### config.mk
export PLATFORM = sky130hd
export DESIGN_NAME = matrix_operand_bank_flat
export DESIGN_NICKNAME = d
export VERILOG_FILES = /design/src/rtl/matrix_operand_bank_if.sv /design/src/rtl/matrix_operand_bank.sv /design/src/flat_wrapper.sv
export SDC_FILE = /design/constraint.sdc
export NUM_CORES = 2
export LEC_CHECK = 0
export CORE_MARGIN = 1
export CORE_UTILIZATION = 40
export CTS_CLUSTER_DIAMETER = 100
export DETAILED_ROUTE_END_ITERATION = 10
export SETUP_SLACK_MARGIN = 0.05
export SLEW_MARGIN = 10
export SYNTH_ARGS = -nofsm -noshare
export SYNTH_HDL_FRONTEND = slang
export SYNTH_SLANG_ARGS = --single-unit
### constraint.sdc
create_clock -name clk -period 63.7 [get_ports clk]
set_clock_uncertainty 0.2 [all_clocks]
set_input_delay 15.925 -clock clk [delete_from_list [all_inputs] [get_ports clk]]
set_output_delay 15.925 -clock clk [all_outputs]
set_load 0.03 [all_outputs]
### src/rtl/matrix_operand_bank_if.sv
// Index-and-strobe link between the matrix multiplier (master) and the operand bank (slave).
// Carries operand fetch indices/data, result write-back handshake and start/done sequencing.
interface matrix_operand_bank_if #(
    parameter int IW = 5
);
    logic          mul_start;
    logic          mul_done;
    logic [IW-1:0] a_i;
    logic [IW-1:0] a_j;
    logic [IW-1:0] b_i;
    logic [IW-1:0] b_j;
    logic [31:0]   a_in;
    logic [31:0]   b_in;
    logic [31:0]   z_out;
    logic [IW-1:0] z_i;
    logic [IW-1:0] z_j;
    logic          z_stb;
    logic          z_ack;

    modport master (
        output mul_done, a_i, a_j, b_i, b_j, z_out, z_i, z_j, z_stb,
        input  mul_start, a_in, b_in, z_ack
    );

    modport slave (
        input  mul_done, a_i, a_j, b_i, b_j, z_out, z_i, z_j, z_stb,
        output mul_start, a_in, b_in, z_ack
    );
endinterface

### src/rtl/matrix_operand_bank.sv
// Operand/result storage for the matrix multiplier: host-loaded A/B, captured Z, run sequencing.
// Optional IDX_CHECK_EN adds a sticky idx_err output flagging out-of-range indices.
//
// Control FSM
//   state   | meaning
//   C_IDLE  | waiting for go; host loads and readback allowed
//   C_START | one-cycle mul_start pulse
//   C_RUN   | multiplier running, waiting for mul_done
//   C_DONE  | publish result_valid, release busy
// Z handshake FSM
//   state   | meaning
//   Z_IDLE  | waiting for z_stb; capture on strobe
//   Z_ACK   | one-cycle z_ack pulse
//   Z_DROP  | waiting for initiator to release z_stb
module matrix_operand_bank #(
    parameter int m  = 4,
    parameter int IW = 5
) (
    input  logic          clk,
    input  logic          rst,
    input  logic          ld_valid,
    input  logic          ld_sel,
    input  logic [IW-1:0] ld_i,
    input  logic [IW-1:0] ld_j,
    input  logic [31:0]   ld_data,
    input  logic          go,
    output logic          busy,
    output logic          result_valid,
    input  logic [IW-1:0] rd_i,
    input  logic [IW-1:0] rd_j,
    output logic [31:0]   rd_data,
    output logic [15:0]   z_wr_count,
`ifdef IDX_CHECK_EN
    output logic          idx_err,
`endif
    matrix_operand_bank_if.slave mul
);
    localparam int AW = (m > 1) ? $clog2(m) : 1;

    typedef enum logic [1:0] {C_IDLE, C_START, C_RUN, C_DONE} ctl_t;
    typedef enum logic [1:0] {Z_IDLE, Z_ACK, Z_DROP} zst_t;

    ctl_t ctl, ctl_nxt;
    zst_t z_st, z_nxt;
    logic go_acc, z_cap, ld_acc;
    logic ld_ok, z_ok, rd_ok, a_ok, b_ok;

    logic [31:0] a_mem [m][m];
    logic [31:0] b_mem [m][m];
    logic [31:0] z_mem [m][m];

    function automatic logic in_rng(input logic [IW-1:0] i, input logic [IW-1:0] j);
        return (i < IW'(m)) && (j < IW'(m));
    endfunction

    assign ld_ok  = in_rng(ld_i, ld_j);
    assign z_ok   = in_rng(mul.z_i, mul.z_j);
    assign rd_ok  = in_rng(rd_i, rd_j);
    assign a_ok   = in_rng(mul.a_i, mul.a_j);
    assign b_ok   = in_rng(mul.b_i, mul.b_j);
    assign ld_acc = ld_valid && !busy;

    always_comb begin
        ctl_nxt = ctl;
        go_acc  = 1'b0;
        unique case (ctl)
            C_IDLE: begin
                if (go) begin
                    ctl_nxt = C_START;
                    go_acc  = 1'b1;
                end
            end
            C_START: ctl_nxt = C_RUN;
            C_RUN:   if (mul.mul_done) ctl_nxt = C_DONE;
            C_DONE:  ctl_nxt = C_IDLE;
            default: ctl_nxt = C_IDLE;
        endcase
    end

    always_comb begin
        z_nxt = z_st;
        z_cap = 1'b0;
        unique case (z_st)
            Z_IDLE: begin
                if (mul.z_stb) begin
                    z_cap = 1'b1;
                    z_nxt = Z_ACK;
                end
            end
            Z_ACK:   z_nxt = Z_DROP;
            Z_DROP:  if (!mul.z_stb) z_nxt = Z_IDLE;
            default: z_nxt = Z_IDLE;
        endcase
    end

    assign mul.mul_start = (ctl == C_START);
    assign mul.z_ack     = (z_st == Z_ACK);

    always_comb begin
        mul.a_in = '0;
        mul.b_in = '0;
        if (a_ok) mul.a_in = a_mem[mul.a_i[AW-1:0]][mul.a_j[AW-1:0]];
        if (b_ok) mul.b_in = b_mem[mul.b_i[AW-1:0]][mul.b_j[AW-1:0]];
    end

    always_ff @(posedge clk or posedge rst) begin
        if (rst) begin
            ctl          <= C_IDLE;
            z_st         <= Z_IDLE;
            busy         <= 1'b0;
            result_valid <= 1'b0;
            z_wr_count   <= '0;
            rd_data      <= '0;
        end else begin
            ctl  <= ctl_nxt;
            z_st <= z_nxt;
            if (go_acc) begin
                busy         <= 1'b1;
                result_valid <= 1'b0;
            end else if (ctl == C_DONE) begin
                busy         <= 1'b0;
                result_valid <= 1'b1;
            end
            // a capture coinciding with go belongs to the new run
            if (go_acc)
                z_wr_count <= z_cap ? 16'd1 : 16'd0;
            else if (z_cap && (z_wr_count != 16'hFFFF))
                z_wr_count <= z_wr_count + 16'd1;
            rd_data <= rd_ok ? z_mem[rd_i[AW-1:0]][rd_j[AW-1:0]] : 32'd0;
        end
    end

    always_ff @(posedge clk or posedge rst) begin
        if (rst) begin
            for (int i = 0; i < m; i++) begin
                for (int j = 0; j < m; j++) begin
                    a_mem[i][j] <= '0;
                    b_mem[i][j] <= '0;
                    z_mem[i][j] <= '0;
                end
            end
        end else begin
            if (ld_acc && ld_ok) begin
                if (ld_sel) b_mem[ld_i[AW-1:0]][ld_j[AW-1:0]] <= ld_data;
                else        a_mem[ld_i[AW-1:0]][ld_j[AW-1:0]] <= ld_data;
            end
            if (go_acc) begin
                for (int i = 0; i < m; i++)
                    for (int j = 0; j < m; j++)
                        z_mem[i][j] <= '0;
            end
            if (z_cap && z_ok) z_mem[mul.z_i[AW-1:0]][mul.z_j[AW-1:0]] <= mul.z_out;
        end
    end

`ifdef IDX_CHECK_EN
    logic idx_set;
    assign idx_set = ((ctl == C_RUN) && (!a_ok || !b_ok)) ||
                     (z_cap && !z_ok) ||
                     (ld_acc && !ld_ok);

    always_ff @(posedge clk or posedge rst) begin
        if (rst)          idx_err <= 1'b0;
        else if (go_acc)  idx_err <= 1'b0;
        else if (idx_set) idx_err <= 1'b1;
    end
`endif
endmodule

### src/flat_wrapper.sv
// flat-port wrapper written by rule: the top's interface ports become plain ports
module matrix_operand_bank_flat 
#(
    parameter int m  = 4,
    parameter int IW = 5
)
  (clk, rst, ld_valid, ld_sel, ld_i, ld_j, ld_data, go, busy, result_valid, rd_i, rd_j, rd_data, z_wr_count, mul_mul_done, mul_a_i, mul_a_j, mul_b_i, mul_b_j, mul_z_out, mul_z_i, mul_z_j, mul_z_stb, mul_mul_start, mul_a_in, mul_b_in, mul_z_ack);
  matrix_operand_bank_if #(.IW(IW)) mul_i ();
  input  logic clk;
  input  logic rst;
  input  logic ld_valid;
  input  logic ld_sel;
  input  logic [IW-1:0] ld_i;
  input  logic [IW-1:0] ld_j;
  input  logic [31:0] ld_data;
  input  logic go;
  output logic busy;
  output logic result_valid;
  input  logic [IW-1:0] rd_i;
  input  logic [IW-1:0] rd_j;
  output logic [31:0] rd_data;
  output logic [15:0] z_wr_count;
  input wire logic [$bits(mul_i.mul_done)-1:0] mul_mul_done;
  input wire logic [$bits(mul_i.a_i)-1:0] mul_a_i;
  input wire logic [$bits(mul_i.a_j)-1:0] mul_a_j;
  input wire logic [$bits(mul_i.b_i)-1:0] mul_b_i;
  input wire logic [$bits(mul_i.b_j)-1:0] mul_b_j;
  input wire logic [$bits(mul_i.z_out)-1:0] mul_z_out;
  input wire logic [$bits(mul_i.z_i)-1:0] mul_z_i;
  input wire logic [$bits(mul_i.z_j)-1:0] mul_z_j;
  input wire logic [$bits(mul_i.z_stb)-1:0] mul_z_stb;
  output wire logic [$bits(mul_i.mul_start)-1:0] mul_mul_start;
  output wire logic [$bits(mul_i.a_in)-1:0] mul_a_in;
  output wire logic [$bits(mul_i.b_in)-1:0] mul_b_in;
  output wire logic [$bits(mul_i.z_ack)-1:0] mul_z_ack;
  assign mul_i.mul_done = mul_mul_done;
  assign mul_i.a_i = mul_a_i;
  assign mul_i.a_j = mul_a_j;
  assign mul_i.b_i = mul_b_i;
  assign mul_i.b_j = mul_b_j;
  assign mul_i.z_out = mul_z_out;
  assign mul_i.z_i = mul_z_i;
  assign mul_i.z_j = mul_z_j;
  assign mul_i.z_stb = mul_z_stb;
  assign mul_mul_start = mul_i.mul_start;
  assign mul_a_in = mul_i.a_in;
  assign mul_b_in = mul_i.b_in;
  assign mul_z_ack = mul_i.z_ack;
  matrix_operand_bank #(.m(m), .IW(IW)) u_core (.clk(clk), .rst(rst), .ld_valid(ld_valid), .ld_sel(ld_sel), .ld_i(ld_i), .ld_j(ld_j), .ld_data(ld_data), .go(go), .busy(busy), .result_valid(result_valid), .rd_i(rd_i), .rd_j(rd_j), .rd_data(rd_data), .z_wr_count(z_wr_count), .mul(mul_i));
endmodule
==> results.toml <==
[outcome]
status = "complete, no violations"

[drt]
wl_mm = 201
vias_per_cell = 5.69
post-route-drc-count = 0
drtAntennaViolNets = 0
drt_iter0_drc = 3924
wire_per_inst_um = 25.1
vias = 45701
dr.pass1.iters = 8

[power]
internal_power_mw = 1.65
p_leak_nw = 39.6
p_clk_share_pct = 46.9
switchingPower_mw = 0.542
p_sw_share_pct = 24.7
combPwrFrac_pct = 6.4
ir_worst_vdd_uv = 23.2
power_density_nw_per_um2 = 26.7
pwr-share-seq_pct = 46.7

[sta]
hold_viol_final = 0
finalCriticalPeriod_ps = 35680
period_share_pct = 56.0
setup_viol = 0
drv_slew = 0
fmax_ghz = 0.0280
fin_tns_setup_ps = 0
rsz0062_at_grt = "no"
hold_slack_ps = 282
worstMarginPinSlew_ps = 1220
relSlewSlack_pct = 18.5

[placement]
gp_congestion = 0.785
detailed_place_hpwl_mm = 117
port_buffers = 236

[cts]
cts_hold_buf = 0
root_buffer = "clkbuf_16"
cts_setup_buffers = 0
cts_sinks = 1590
clk_pin_slew_worst_paths_ps = 60
clockBufferDepth = 3
cts_tree = "built"
htree_num_levels = 4
numCtsBuffers = 174
worst_skew_pair.late_latency_ps = 820
cts_resized = 0

[logic_synthesis]
syn_inst = 5576
yosys-top-cells-area = "dfrtp_1 55%, mux2_2 15%, mux4_2 12%, nand2_1 5.6%, nand3_1 2.5%"
ys_ff_latch = 1590
ys_types = 55
synth.avg_cell_area_um2 = 13.0
netlist_area_um2 = 72500
synth.most_common_cell = "dfrtp_1"
yosys-top-cells-count = "1590 x dfrtp_1, 1078 x nand2_1, 963 x mux2_2"
synth_edf_count = 0
synth_top_area_cell = "dfrtp_1"
ys.flop_type = "dfrtp_1"
seq_area_frac_synth_pct = 54.9
synth_nets = 5702
async_flop_share_pct = 100
yosysWarningCount = 0
synth_top_cell_area_share_pct = 54.9

[global_route]
track_usage_pct = 22.0
grt_pass1_vias = 47551
grt_remaining_overflow = 0
antenna_found_initial = 16
grt_max_degree = 177
grt_pass1_wl_mm = 308

[setup_path]
end_kind = "output pin"
worstSetupPathType = "in -> out"
critical-path-max-stage-delay_ps = 830
crit_arrival_ps = 19560
crit_slowest_cell = "clkdlybuf4s50_1"
cp.required_ps = 47580
crit_buf_inv = 3
crit_path_max_fanout = 19
cp_top_family = "buffers and inverters"
worstSetupStartpointType = "input port"
path_cells = "clkdlybuf4s50_1 > or4_1 > or4_1 > nor2_4 > buf_4 > a221o_1 > clkdlybuf4s50_1"

[floorplanning]
row_count = 155
die_height_um = 428
die-area_um2 = 183000
die_w_um = 428
io_pins = 237
initial_core_util_pct = 40.5
coreArea_um2 = 179000

[layout]
areaGrowthSynthToFinish_pct = 13.4
finalNetCount = 5651
drive_above_1_share_pct = 32.3
fill_cells = 15985

[hold_path]
min_path_type = "reg -> reg"

[run]
maxCapViolations = 0
## registers in the layout, indices dropped and copies added (netlist names)
name and count:
u_core.a_mem 512, u_core.b_mem 512, u_core.z_mem 512, u_core.rd_data 32, u_core.z_wr_count 16, u_core.ctl 2
u_core.z_st 2, u_core.busy 1, u_core.result_valid 1
## worst register-to-register path: stages (launching register included)
cell and delay, ps:
dfrtp_1 440, nor4b_2 950, nand2b_1 110, buf_4 300, or4_2 930, buf_4 450, mux2_4 380
## power by group through the flow
stage	combinational [mW]	clock (mW)	sequential [mW]
after floorplan	0.0922	0	1.05
final	0.140	1.03	1.03
after global placement	0.141	0	1.04
after CTS	0.143	1.05	1.03
after global routing	0.153	1.09	1.03
after detailed placement	0.143	0	1.04
## through the flow
step                      cells  total power [mW]  setup WS, ps  cell area [µm²]  utilization, %
final                      8025              2.19         28020            82300            45.9
after detailed placement   7704              1.19         28000            76300            42.6
after CTS                  8018              2.22         27980            82300            45.9
after floorplan            5576              1.14          2710            72500               -
after global routing       8025              2.27         27960            82300            45.9
after global placement     7704              1.18         28020            76300            42.6
## worst paths after layout
kind / start / to / slack (ps) / cells after the start
setup / recovery: mul_a_i[4] / mul_a_in[17] / 28020 / 7
hold / removal: u_core.z_mem[401] / u_core.z_mem[401] / 280 / 2
setup reg to reg: u_core.busy / u_core.b_mem[459] / 59840 / 6
hold reg to reg: u_core.z_mem[401] / u_core.z_mem[401] / 280 / 2
max in group asynchronous: rst / u_core.a_mem[7] / 43280 / 7
min in group asynchronous: rst / u_core.z_wr_count[8] / 15440 / 2
## cell type report
type | instances | area (µm²) | area share, %
Antenna cell | 7 | 17.5 | 0.0213
Sequential cell | 1590 | 39800 | 48.4
Inverter | 12 | 52.6 | 0.0639
Timing Repair Buffer | 352 | 3240 | 3.93
Clock buffer | 270 | 5240 | 6.36
Tap cell | 2355 | 2950 | 3.58
Clock inverter | 44 | 687 | 0.835
Multi-Input combinational cell | 3395 | 30300 | 36.8
## logic make-up after synthesis
family | synth area share [%]
buffers and inverters | 3.65
AO/OA/AOI/OAI | 3.66
adder cells (fa/ha/maj) | 0.0863
multiplexers | 28.1
AND/OR/NAND/NOR | 9.60
flip-flops | 54.9
## layer usage
metal	vias up	track usage [%]	wire length [µm]
met2	1269	35.9	97800
met5	-	0	0
li1	19806	-	-
met3	346	3.49	10500
met1	24280	29.4	85300
met4	0	8.95	7520
## cells in the final DEF, fill, tap and decap left out, types with 3 or more instances in the layout
cell type	synthesis	final
dfrtp_1	1590	1590
nand2_1	1078	1077
mux2_2	963	963
mux4_2	384	384
nand3_1	369	369
clkdlybuf4s50_1	0	227
clkbuf_16	0	175
o21ai_0	168	168
buf_4	2	121
a22oi_1	66	66
a22o_1	62	62
a221o_1	62	62
clkbuf_8	0	51
clkbuf_1	327	45
mux2_1	33	33
mux2_4	30	30
clkinv_2	0	19
nor2_4	0	18
nand4_1	16	16
or2_2	15	14
and4_1	13	13
nor4_4	6	10
or4_1	11	10
inv_1	11	10
a21oi_1	10	10
mux2i_1	9	9
nand2b_1	8	8
clkinv_16	0	8
diode_2	0	7
and3_1	7	7
bufinv_16	0	7
nor4bb_1	6	6
nor2_1	23	5
nor2b_1	5	5
nand4b_1	5	5
ha_1	5	5
nor4b_1	4	4
a211oi_1	4	4
clkinv_8	0	4
nor4_2	4	3
(Power assumes the default switching activity.)
